**src/rtl/random_share_arbiter.sv**
```systemverilog
// Round-robin arbiter sharing one 23-bit Galois LFSR among several consumers.
// Each grant advances the LFSR STEPS times, so every consumer receives a fresh word.
module random_share_arbiter #(
    parameter int NUM_REQ = 4,
    parameter int STEPS   = 1
) (
    input  logic               clk,
    input  logic               rst_n,
    input  logic [NUM_REQ-1:0] i_req,
    input  logic [23:1]        i_rng_data,
    output logic               o_rng_enable,
    output logic [NUM_REQ-1:0] o_grant,
    output logic               o_valid,
    output logic [23:1]        o_random_data,
    output logic               o_busy
);

    localparam int PTR_W = (NUM_REQ > 1) ? $clog2(NUM_REQ) : 1;
    localparam logic [PTR_W:0] NUM_REQ_W = (PTR_W+1)'(NUM_REQ);
    localparam logic [PTR_W-1:0] LAST_IDX = PTR_W'(NUM_REQ - 1);
    localparam logic [3:0] STEPS_LOAD = 4'(STEPS);

    typedef enum logic [1:0] {
        IDLE,
        STEP,
        CAPTURE,
        DELIVER
    } state_t;

    state_t             state_reg;
    logic [PTR_W-1:0]   ptr_reg;
    logic [PTR_W-1:0]   grant_idx_reg;
    logic [3:0]         count_reg;

    logic [NUM_REQ-1:0] hit;
    logic [PTR_W-1:0]   cand_idx [NUM_REQ];
    logic               pick_found;
    logic [PTR_W-1:0]   pick_idx;
    logic [NUM_REQ-1:0] pick_onehot;
    logic [PTR_W-1:0]   ptr_next;

    // Offset gi looks at requester (ptr + gi) mod NUM_REQ, so hit[] is the
    // request vector rotated to start at the round-robin pointer.
    for (genvar gi = 0; gi < NUM_REQ; gi++) begin : g_cand
        logic [PTR_W:0] sum;
        assign sum = {1'b0, ptr_reg} + (PTR_W+1)'(gi);
        assign cand_idx[gi] = (sum >= NUM_REQ_W) ? PTR_W'(sum - NUM_REQ_W)
                                                 : sum[PTR_W-1:0];
        assign hit[gi] = i_req[cand_idx[gi]];
    end

    always_comb begin
        pick_found = 1'b0;
        pick_idx   = '0;
        for (int i = NUM_REQ - 1; i >= 0; i--) begin
            if (hit[i]) begin
                pick_found = 1'b1;
                pick_idx   = cand_idx[i];
            end
        end
    end

    assign pick_onehot = NUM_REQ'(1) << pick_idx;
    assign ptr_next    = (grant_idx_reg == LAST_IDX) ? '0 : grant_idx_reg + 1'b1;

    always_ff @(posedge clk or negedge rst_n) begin
        if (!rst_n) begin
            state_reg     <= IDLE;
            ptr_reg       <= '0;
            grant_idx_reg <= '0;
            count_reg     <= '0;
            o_rng_enable  <= 1'b0;
            o_grant       <= '0;
            o_valid       <= 1'b0;
            o_random_data <= '0;
            o_busy        <= 1'b0;
        end else begin
            case (state_reg)
                IDLE: begin
                    if (pick_found) begin
                        o_grant       <= pick_onehot;
                        grant_idx_reg <= pick_idx;
                        count_reg     <= STEPS_LOAD;
                        o_rng_enable  <= 1'b1;
                        o_busy        <= 1'b1;
                        state_reg     <= STEP;
                    end
                end
                STEP: begin
                    count_reg <= count_reg - 1'b1;
                    if (count_reg <= 4'd1) begin
                        o_rng_enable <= 1'b0;
                        state_reg    <= CAPTURE;
                    end
                end
                CAPTURE: begin
                    // The last advance landed on the edge that entered this state.
                    o_random_data <= i_rng_data;
                    o_valid       <= 1'b1;
                    state_reg     <= DELIVER;
                end
                DELIVER: begin
                    o_valid   <= 1'b0;
                    o_grant   <= '0;
                    o_busy    <= 1'b0;
                    ptr_reg   <= ptr_next;
                    state_reg <= IDLE;
                end
                default: state_reg <= IDLE;
            endcase
        end
    end

endmodule

```
**config.mk**
```make
export PLATFORM = sky130hd
export DESIGN_NAME = random_share_arbiter
export DESIGN_NICKNAME = d
export VERILOG_FILES = /design/src/rtl/random_share_arbiter.sv
export SDC_FILE = /design/constraint.sdc
export NUM_CORES = 1
export LEC_CHECK = 0
export BUFFER_PORTS_ARGS = -buffer_cell sky130_fd_sc_hd__buf_2
export CORE_MARGIN = 2
export CORE_UTILIZATION = 45
export DETAILED_ROUTE_END_ITERATION = 12
export HOLD_SLACK_MARGIN = 0.1
export PLACE_DENSITY = 0.72
export SYNTH_ARGS = -nofsm -noshare
export SYNTH_HDL_FRONTEND = slang
export SYNTH_SLANG_ARGS = --single-unit
```
**constraint.sdc**
```tcl
create_clock -name clk -period 3.07 [get_ports clk]
set_clock_uncertainty 0.05 [all_clocks]
set_input_delay 0.307 -clock clk [delete_from_list [all_inputs] [get_ports clk]]
set_output_delay 0.307 -clock clk [all_outputs]
set_load 0.02 [all_outputs]
```
# ---- Yosys cells after proc, flatten, opt, wreduce, memory -nomap -nowiden
# Cells that the tools add are included.
dict set report totals {
  latch_bits 0
  reg_bits 40
  ramBits 0
  word_cells 76
  rom_bits 0
  in_bits 29
  mem_count 0
  output_inout_bits 30
}
dict set report op_classes {
  n_eq_ne 6
  shift 1
  mux 33
  n_bitwise 0
  n_div 0
  addsub 9
  n_reduce_logical 9
  multipliers 0
  n_lt_le_gt_ge 9
}
# op n
set ops {}
lappend ops {{$mux W2} 11}
lappend ops {{$pmux W4 S2} 2}
lappend ops {{$lt A2 B3 Y1 const B} 4}
lappend ops {{$mux W1} 10}
lappend ops {{$ge A3 B3 Y1 const B} 3}
lappend ops {{$bmux W1 S2} 4}
lappend ops {{$mux W4} 2}
lappend ops {{$pmux W2 S4} 1}
lappend ops {{$reduce_and A2 Y1} 4}
lappend ops {{$sub A2 B1 Y2 const B} 4}
lappend ops {{$add A2 B2 Y3 const B} 2}
lappend ops {{$eq A2 B2 Y1 const B} 3}
lappend ops {{$pmux W1 S2} 3}
lappend ops {{$reduce_bool A2 Y1} 3}
lappend ops {{$le A4 B1 Y1 const B} 1}
lappend ops {{$ne A2 B2 Y1 const B} 2}
lappend ops {{$shl A1 B2 Y4 const A} 1}
lappend ops {{$sub A4 B1 Y4 const B} 1}
lappend ops {{$add A2 B1 Y3 const B} 1}
lappend ops {{$ge A2 B3 Y1 const B} 1}
lappend ops {{$reduce_and A3 Y1} 1}
lappend ops {{$add A2 B1 Y2 const B} 1}
lappend ops {{$eq A2 B1 Y1 const B} 1}
lappend ops {{$logic_not A2 Y1} 1}

# ---- Longest topological paths before layout
# Gate-level depths: netlist (run 1).
dict set report depth {
  word_depth 12
  depth_mapped 7
}

# ---- Worst setup path after synthesis (run 1)
# Ideal clock, no wire load.
dict set report synth_path {
  kind {flip-flop to flip-flop}
  from {register state_reg[0]}
  to {register state_reg[1]}
  arrival_ns 1.515
  required_time_ns 2.895
  path_buffers 2
  setup_ns 0.125
  stages_incl_launch_ff 8
  path_slack_ns 1.380
  cell_sequence {dfrtp_1 > inv_1 > ha_1 > clkbuf_1 > and2_1 > buf_4 > a21oi_2 > mux2_4}
}
dict set report synth_via {
  elab_chain_len 3
  word_cells_on_any_way 8
}
# item line_no
set synth_rtl {}
lappend synth_rtl {{from (decl)} 30} ;# state_t state_reg;
lappend synth_rtl {{from (signal assigned)} 68} ;# state_reg <= IDLE;
lappend synth_rtl {{from (signal assigned)} 86} ;# state_reg <= STEP;
lappend synth_rtl {{from (signal assigned)} 93} ;# state_reg <= CAPTURE;
lappend synth_rtl {{$eq A2 B1 Y1 / $logic_not A2 Y1 (equally long branches)} 78} ;# case (state_reg)
lappend synth_rtl {{$ne A2 B2 Y1 (no source line)} n/a}
lappend synth_rtl {{$reduce_and A2 Y1 (no source line)} n/a}
# Parallel ways exist; a longest one is shown, timed or not.
# A chain may end at the register's enable or synchronous reset.

# ---- Worst setup path in the final report (run 1)
# Same ends and word-level chain as after synthesis.

==> impl_results.md, run 1 <==
- Status: complete, no violations
- Synth unique cells: 35
- Hold path cells: 2
- Chip Width: 67.7 um
- Minimum clock period after layout: 1780 ps
- Buffer count from post-CTS setup fixing: 0
- # diodes: 0
- Hold_buf cts: 1
- Num CTS Buffers: 5
- Cells after synthesis: 150
- Worst r2r path cells: 5
- Largest stage delay, worst path: 420 ps
- IO Port Bufs: 58
- Crit path depth: 5
- Gate power share: 49.2%
- Post-Syn Area per Cell: 12.2 um^2
- Largest net degree at the start of global routing: 41
- CP endpoint kind: register
- Maximum Capacitance Violations: 0
- Post-Synthesis Cell Area: 1820 um^2
- Via count: 1364
- Worst setup path class: register to register
- Top delay family on crit path: flip-flops
- Iteration-0 DRC count of the detailed router: 57
- Setup crit start kind: register
- Root Buffer: clkbuf_8
- Final core utilization: 57.2%
- Cell Rows: 23
- Slew @ Worst Pin: 835 ps
- Clk buf depth: 2
- Clock power share: 13.4%
- Ys flop type: dfrtp_1
- YS warnings: 0
- Resized Gates After CTS: 0
- Initial antenna violation count: 0
- Cell breakdown of the critical path: inv_1 -> ha_1 -> and2_1 -> a21oi_2 -> mux2_4
- VDD IR-drop max: 0.427 mV
- Worst setup path startpoint: state_reg[0]
- Pwr Density: 1120 nW/um^2
- Die ar.: 4580 um^2
- Max reg flops: 23
- Hold_ws: 196 ps
- Number of H-tree levels: 2
- Buffers & Inverters on Critical Path: 1
- GRT overflow: 0
- Final-report hold violation count: 0
- Post-synth EDFFs: 0
- Starting Density: 46.3%
- Syn_nets: 186
- Reg power frac: 37.3%
- Fmax: 561 MHz
- Nets: 247
- Reg-to-reg startpoint: state_reg[0]
- P_sw: 1.03 mW
- Sw Share: 40.8%
- Leakage power: 1.09 nW
- Vias per cell: 5.21
- HP Class: primary input to register
- Clk pin slew, worst setup/hold paths: 80 ps
- Slowest CP cell: dfrtp_1
- RSZ-0062 raised after global routing: false
- CTS Sinks: 40
- Total Neg Setup Slack: 0 ps
- Internal: 1.50 mW
- First-pass GRT wire length: 5690 um
- Synth Register Bits: 40
- CP Max Fanout: 10
- Share of layout cells above drive strength 1: 44.8%
- Die Height: 67.7 um
- Clk_lat worst skew: 290 ps
- Share of flip-flops with an asynchronous set or reset: 100%
- Number of global-route vias before repair: 1294
- Fin. max-slew vios: 0
- RePlAce Congestion: 0.827
- Number of I/O pins: 59
- DP HPWL: 2590 um
- CTS tree: yes
- Slew HR: 44.4%
- Crit path DAT: 1900 ps
- Core Box Area: 3940 um^2
- Drt pass-1 iters: 6
- Post-route ant nets: 0
- Residual DRC count: 0
- Drt total wl: 3530 um
- Worst path required time: 3190 ps
- DR WL/cell: 13.5 um
- Area growth from synthesis to layout: 23.5%
- GRT Util Overall: 17.1%
- Worst Hold Launch: i_rng_data[7]
- Seq/Total Area, Yosys: 54.9%
- Part of the cycle the worst path needs: 58.0%
- # setup viols final: 0
-- worst reg2reg max path: cells and delay by family, from the launching register on --
family	cells	cell delay (ps)
multiplexers	1	300
flip-flops	1	420
buffers and inverters	1	90
AND/OR/NAND/NOR	1	380
AO/OA/AOI/OAI	1	80
adder cells (fa/ha/maj)	1	350
-- kinds of logic (layout without fill, tap and decap cells) --
| logic type | count (synthesis) | in the layout | share of synthesized area, % |
|---|---|---|---|
| AOI/OAI and AO/OA | 36 | 36 | 13.0 |
| adders and majority gates | 7 | 7 | 4.80 |
| buffers and inverters | 13 | 75 | 3.02 |
| DFF | 40 | 40 | 54.9 |
| muxes | 26 | 26 | 16.2 |
| and+or+nand+nor | 28 | 28 | 8.09 |
-- per-layer routing --
layer / vias up / share of wire, % / routed length [um] / GRT usage [%]
li1: 659 / - / - / -
met3: 6 / 8.4 / 296 / 5.00
met5: - / 0 / 0 / 0
met1: 645 / 44 / 1550 / 19.7
met4: 0 / 1.5 / 53 / 6.89
met2: 54 / 46 / 1630 / 29.7
-- cells in the final DEF, fill, tap and decap left out, types with 2 or more instances in the layout --
cell	instances
o21ai_1	2
nand2b_1	5
o31ai_1	4
clkbuf_8	5
inv_1	7
ha_1	7
nor4_1	2
nor2b_1	2
buf_2	58
dfrtp_1	40
a21oi_1	5
a211o_1	2
nor2_1	7
clkinv_2	2
nand2_1	7
mux2_2	24
o21ai_0	12
-- power by group through the flow --
stage | clock network [mW] | logic [mW] | registers [mW]
3_5_place_dp | 0 | 1.26 | 0.952
4_1_cts | 0.350 | 1.26 | 0.946
2_1_floorplan | 0 | 0.651 | 1.18
3_3_place_gp | 0 | 1.23 | 0.947
5_1_grt | 0.377 | 1.36 | 0.980
6_report | 0.339 | 1.24 | 0.943
-- per-stage QoR --
stage	instance area [um^2]	worst slack (ps)	power, mW	std cells
2_1_floorplan	1820	1380	1.83	150
3_3_place_gp	2160	1360	2.18	253
3_5_place_dp	2160	1300	2.21	253
4_1_cts	2250	1280	2.56	262
5_1_grt	2250	1180	2.72	262
6_report	2250	1290	2.53	262
-- area by class of cell --
class / count / area (um^2)
Fill cell: 336 / 1690
Sequential cell: 40 / 1000
Multi-Input combinational cell: 97 / 768
Timing Repair Buffer: 60 / 308
Clock buffer: 5 / 68.8
Tap cell: 50 / 62.6
Inverter: 7 / 26.3
Clock inverter: 3 / 18.8
-- Yosys cell counts, types with 2 or more instances --
cell      number  area share (%)
nor2b_1        2            0.69
o21ai_0       12             3.3
o31ai_1        4             1.6
a211o_1        2            0.96
inv_1          7             1.4
o21ai_1        2            0.55
a21oi_1        5             1.4
nand2b_1       5             1.7
clkbuf_1       3            0.62
mux2_2        24              15
nand2_1        7             1.4
buf_2          2            0.55
nor4_1         2            0.69
dfrtp_1       40              55
ha_1           7             4.8
nor2_1         7             1.4
-- final timing paths --
check | end | slack, ps
worst max-delay path | state_reg[1] | 1290
worst min-delay path | o_random_data[7] | 200
worst max register to register | state_reg[1] | 1290
worst min register to register | grant_idx_reg[1] | 450
max in group asynchronous | o_random_data[9] | 1830
min in group asynchronous | o_random_data[17] | 610
Power figures use the tool's default switching activity.
==> inputs of run 2 (changes only) <==
==> constraint.sdc (replaced) <==
create_clock -name clk -period 1.8 [get_ports clk]
set_clock_uncertainty 0.05 [all_clocks]
set_input_delay 0.18 -clock clk [delete_from_list [all_inputs] [get_ports clk]]
set_output_delay 0.18 -clock clk [all_outputs]
set_load 0.02 [all_outputs]
==> impl_results.md, run 2 (synthesized netlist as in run 1, its figures left out) <==
- Place WS: 163 ps (-1130 ps)
- Maximum Capacitance Violations: 0 (unchanged)
- Worst setup path startpoint: count_reg[0]
- Via count: 1457 (+6.8%)
- Worst r2r path cells: 5 (unchanged)
- Slowest CP cell: dfrtp_1
- Fin. max-slew vios: 0 (unchanged)
- Area growth from synthesis to layout: 39.8%
- Largest stage delay, worst path: 420 ps (about the same)
- Pwr Density: 1780 nW/um^2 (+59%)
- Status: complete, no violations
- Post-route ant nets: 0 (unchanged)
- # setup viols final: 0 (unchanged)
- Drt pass-1 iters: 4 (-2)
- Max reg flops: 23 (unchanged)
- Hold path cells: 3 (+1)
- Residual DRC count: 0 (unchanged)
- Core Box Area: 3940 um^2 (unchanged)
- Slew @ Worst Pin: 499 ps (-335 ps)
- Clk pin slew, worst setup/hold paths: 80 ps (about the same)
- Final-report hold violation count: 0 (unchanged)
- Minimum clock period after layout: 1670 ps (-109 ps)
- Starting Density: 46.3% (unchanged)
- Slew HR: 66.7% (+22 points)
- Num CTS Buffers: 5 (unchanged)
- Number of I/O pins: 59 (unchanged)
- Cell breakdown of the critical path: inv_1 -> ha_1 -> o21ai_0 -> a21oi_2 -> mux2_4
- CTS Sinks: 40 (unchanged)
- Setup WS post-layout: 127 ps (-1160 ps)
- Total Neg Setup Slack: 0 ps (unchanged)
- RePlAce Congestion: 0.852 (+2.9%)
- Resized Gates After CTS: 0 (unchanged)
- Root Buffer: clkbuf_8
- GRT Util Overall: 17.2% (+0.11 points)
- CP endpoint kind: register
- Initial antenna violation count: 0 (unchanged)
- Nets: 272 (+10%)
- Commonest non-fill, non-tap cell in the layout: buf_2
- Worst path required time: 1940 ps (-1250 ps)
- Sequential cell area: 1000 um^2 (unchanged)
- Iteration-0 DRC count of the detailed router: 80 (+40%)
- IO Port Bufs: 58 (unchanged)
- Cell Rows: 23 (unchanged)
- Worst setup path class: register to register
- Fmax: 598 MHz (+6.5%)
- Reg-to-reg startpoint: count_reg[0]
- Hold_ws: 282 ps (+85.4 ps)
- Part of the cycle the worst path needs: 92.9% (+35 points)
- # diodes: 0 (unchanged)
- Clk buf depth: 2 (unchanged)
- Top delay family on crit path: compound AO/OA/AOI/OAI gates
- Clk_lat worst skew: 290 ps (about the same)
- Leakage power: 1.21 nW (+11%)
- DP HPWL: 2510 um (-3.1%)
- VDD IR-drop max: 0.862 mV (+100%)
- Worst Hold Launch: i_req[3]
- Share of layout cells above drive strength 1: 40.9% (-3.9 points)
- Crit path DAT: 1810 ps (-90 ps)
- Chip Width: 67.7 um (unchanged)
- CTS tree: yes
- Reg-to-reg endpoint: state_reg[1]
- Number of global-route vias before repair: 1282 (-0.93%)
- Setup crit start kind: register
- R2R Setup Slk: 130 ps (-1160 ps)
- Drt total wl: 3730 um (+5.6%)
- RSZ-0062 raised after global routing: false
- First-pass GRT wire length: 5710 um (+0.37%)
- Most frequent cells in the layout: buf_2, dfrtp_1, mux2_2, dlygate4sd3_1, o21ai_0
- Vias per cell: 5.08 (-2.5%)
- Hold path endpoint: o_grant[0]
- DR WL/cell: 13.0 um (-3.6%)
- Largest net degree at the start of global routing: 25 (-39%)
- Die Height: 67.7 um (unchanged)
- Area of the multi-input gates: 768 um^2 (unchanged)
- GRT overflow: 0 (unchanged)
- Final core utilization: 64.7% (+7.6 points)
- Fill cells: 297 (-12%)
- Buffers & Inverters on Critical Path: 1 (unchanged)
- HP Class: primary input to register
- CP Max Fanout: 5 (-5)
- Die ar.: 4580 um^2 (unchanged)
- Number of H-tree levels: 2 (unchanged)
## run 2: through the flow
stage | cell area (um^2) | total power [mW] | std cells
final | 2550 | 4.55 | 287
after global routing | 2550 | 4.86 | 287
after CTS | 2550 | 4.59 | 287
after detailed placement | 2200 | 3.81 | 255
after global placement | 2200 | 3.77 | 255
after floorplan | 1820 | 3.12 | 150
## run 2: worst max-delay path by stage
stage / slack [ps] / to / cells after the start
global placement: 230 / state_reg[1] / 5
detailed placement: 160 / state_reg[1] / 5
finish: 130 / state_reg[1] / 5
floorplan: 110 / state_reg[1] / 7
global route: 20 / state_reg[1] / 5
CTS: 160 / state_reg[1] / 5
## run 2: repair_timing
action / CTS / global route
hold buffers: 24 / 0
endpoints found under the hold margin: 45 / 0
setup buffers: 0 / 0
## run 2: layout make-up
cell class	count	area share [%]
clock inverter	3	1.81
tap	50	2.45
timing repair buffer	85	22.7
inverter	7	1.03
sequential	40	39.2
multi-input combinational	97	30.1
clock buffer	5	2.70
## run 2: tightest hold or removal path: cells and delay by family
| family | cells | cell delay [ps] |
|---|---|---|
| compound gates | 2 | 270 |
| buf+inv | 1 | 140 |
## run 2: metal layers
layer | wire (um) | global-route usage (%) | vias to the layer above
li1 | - | - | 718
met1 | 1720 | 20.6 | 683
met2 | 1690 | 29.3 | 50
met3 | 266 | 4.67 | 6
met4 | 53 | 6.89 | 0
met5 | 0 | 0 | -
## run 2: report_power, final
| group | total, mW | switching, mW | internal, mW | leakage (nW) |
|---|---|---|---|---|
| clock network | 0.734 | 0.317 | 0.417 | 0.0548 |
| logic | 2.22 | 1.20 | 1.02 | 0.672 |
| registers | 1.60 | 0.256 | 1.34 | 0.480 |
==> inputs of run 3 (changes only) <==
--- a/config.mk
+++ b/config.mk
@@ -10,7 +10,7 @@
 export CORE_UTILIZATION = 45
 export DETAILED_ROUTE_END_ITERATION = 12
 export HOLD_SLACK_MARGIN = 0.1
-export PLACE_DENSITY = 0.72
+export PLACE_DENSITY = 0.82
 export SYNTH_ARGS = -nofsm -noshare
 export SYNTH_HDL_FRONTEND = slang
 export SYNTH_SLANG_ARGS = --single-unit
==> impl_results.md, run 3 (synthesized netlist as in run 1, its figures left out) <==
- Status: complete, no violations
- Clk pin slew, worst setup/hold paths: 70 ps (about the same)
- Die ar.: 4580 um^2 (unchanged)
- Clk buf depth: 2 (unchanged)
- Commonest non-fill, non-tap cell in the layout: buf_2
- CP endpoint kind: register
- Part of the cycle the worst path needs: 90.7% (-2.2 points)
- Root Buffer: clkbuf_8
- Vias per cell: 5.07 (-0.21%)
- # setup viols final: 0 (unchanged)
- Initial antenna violation count: 0 (unchanged)
- Hold_buf cts: 24 (unchanged)
- Worst path required time: 1920 ps (-20 ps)
- GRT overflow: 0 (unchanged)
- Iteration-0 DRC count of the detailed router: 91 (+14%)
- Number of global-route vias before repair: 1345 (+4.9%)
- Resized Gates After CTS: 0 (unchanged)
- HP Class: primary input to register
- CP Max Fanout: 5 (unchanged)
- Final-report hold violation count: 0 (unchanged)
- Drt total wl: 3920 um (+5.1%)
- Drt pass-1 iters: 5 (+1)
- Max reg flops: 23 (unchanged)
- Maximum Capacitance Violations: 0 (unchanged)
- IO Port Bufs: 58 (unchanged)
- Die Height: 67.7 um (unchanged)
- Worst setup path class: register to register
- # diodes: 0 (unchanged)
- Clk_lat worst skew: 290 ps (about the same)
- Largest net degree at the start of global routing: 41 (+64%)
- RePlAce Congestion: 0.784 (-8.0%)
- Num CTS Buffers: 5 (unchanged)
- Chip Width: 67.7 um (unchanged)
- Minimum clock period after layout: 1630 ps (-40.3 ps)
- Pwr Total: 4.56 mW (about the same)
- Number of I/O pins: 59 (unchanged)
- Leakage power: 1.21 nW (about the same)
- Buffer count from post-CTS setup fixing: 0 (unchanged)
- Core Box Area: 3940 um^2 (unchanged)
- Post-route ant nets: 0 (unchanged)
- Setup crit start kind: register
- CTS Sinks: 40 (unchanged)
- Fin. max-slew vios: 0 (unchanged)
- Starting Density: 46.3% (unchanged)
- Slew HR: 68.1% (+1.4 points)
- Most frequent cells in the layout: buf_2, dfrtp_1, mux2_2, dlygate4sd3_1, o21ai_0
- CTS tree: yes
- Slew @ Worst Pin: 478 ps (-21.4 ps)
- Total Neg Setup Slack: 0 ps (unchanged)
- Fill cells: 296 (-0.34%)
- Area growth from synthesis to layout: 39.2%
- R2R Setup Slk: 170 ps (+40 ps)
- Cell breakdown of the critical path: inv_1 -> ha_1 -> o21ai_0 -> a21oi_2 -> mux2_4
- Largest stage delay, worst path: 410 ps (about the same)
- Crit path DAT: 1750 ps (-60 ps)
- Pwr Density: 1800 nW/um^2 (+0.58%)
- Via count: 1459 (+0.14%)
- Share of layout cells above drive strength 1: 40.8% (-0.17 points)
- DP HPWL: 2590 um (+3.1%)
- Nets: 273 (+0.37%)
- VDD IR-drop max: 0.744 mV (-14%)
- Fmax: 613 MHz (+2.5%)
- Cell Rows: 23 (unchanged)
- Number of H-tree levels: 2 (unchanged)
- RSZ-0062 raised after global routing: false
- First-pass GRT wire length: 6070 um (+6.4%)
- Slowest CP cell: dfrtp_1
- GRT Util Overall: 18.1% (+0.93 points)
- Residual DRC count: 0 (unchanged)
- DR WL/cell: 13.6 um (+4.8%)
[run 3: critical path, delay by kind of cell (launching register included)]
family,cells,cell delay [ps]
compound gates,2,450
fa+ha+maj,1,220
buf+inv,1,80
flops,1,410
mux,1,300
[run 3: worst paths after layout]
kind	end	from	depth (start not counted)
setup / recovery	state_reg[1]	count_reg[0]	5
hold / removal	o_grant[0]	i_req[3]	3
setup reg to reg	state_reg[1]	count_reg[0]	5
hold reg to reg	o_random_data[16]	o_random_data[16]	1
max in group asynchronous	o_random_data[18]	rst_n	3
min in group asynchronous	o_random_data[6]	rst_n	3
[run 3: routing by layer]
layer  GRT usage, %  vias up  part of all wire (%)
met5              0        -                     0
met4           9.18        0                   1.6
met3           4.00        7                   6.6
met2           30.5       60                    48
met1           21.8      675                    43
li1               -      717                     -
[run 3: report_power, final]
group	total [mW]	leakage [nW]	internal [mW]	switching [mW]
sequential	1.61	0.480	1.35	0.263
clock	0.696	0.0552	0.411	0.285
combinational	2.25	0.672	1.03	1.22
[run 3: area by class of cell]
cell class	instances	area, um^2	area share (%)
clock inverters	2	35.0	1.38
multi-input cells	97	768	30.3
clock buffers	6	72.6	2.86
inverters	7	26.3	1.03
repair buffers	86	573	22.6
well taps	50	62.6	2.46
flip-flops and latches	40	1000	39.4
[run 3: stage by stage]
stage	worst slack (ps)	cell area, um^2	hold slack, ps	std cells	util [%]
final	167	2540	335	288	64.4
after global routing	73.3	2540	345	288	64.4
after CTS	168	2540	315	288	64.4
after detailed placement	174	2190	211	256	55.6
after global placement	223	2190	215	256	55.6
after floorplan	110	1820	-166	150	-
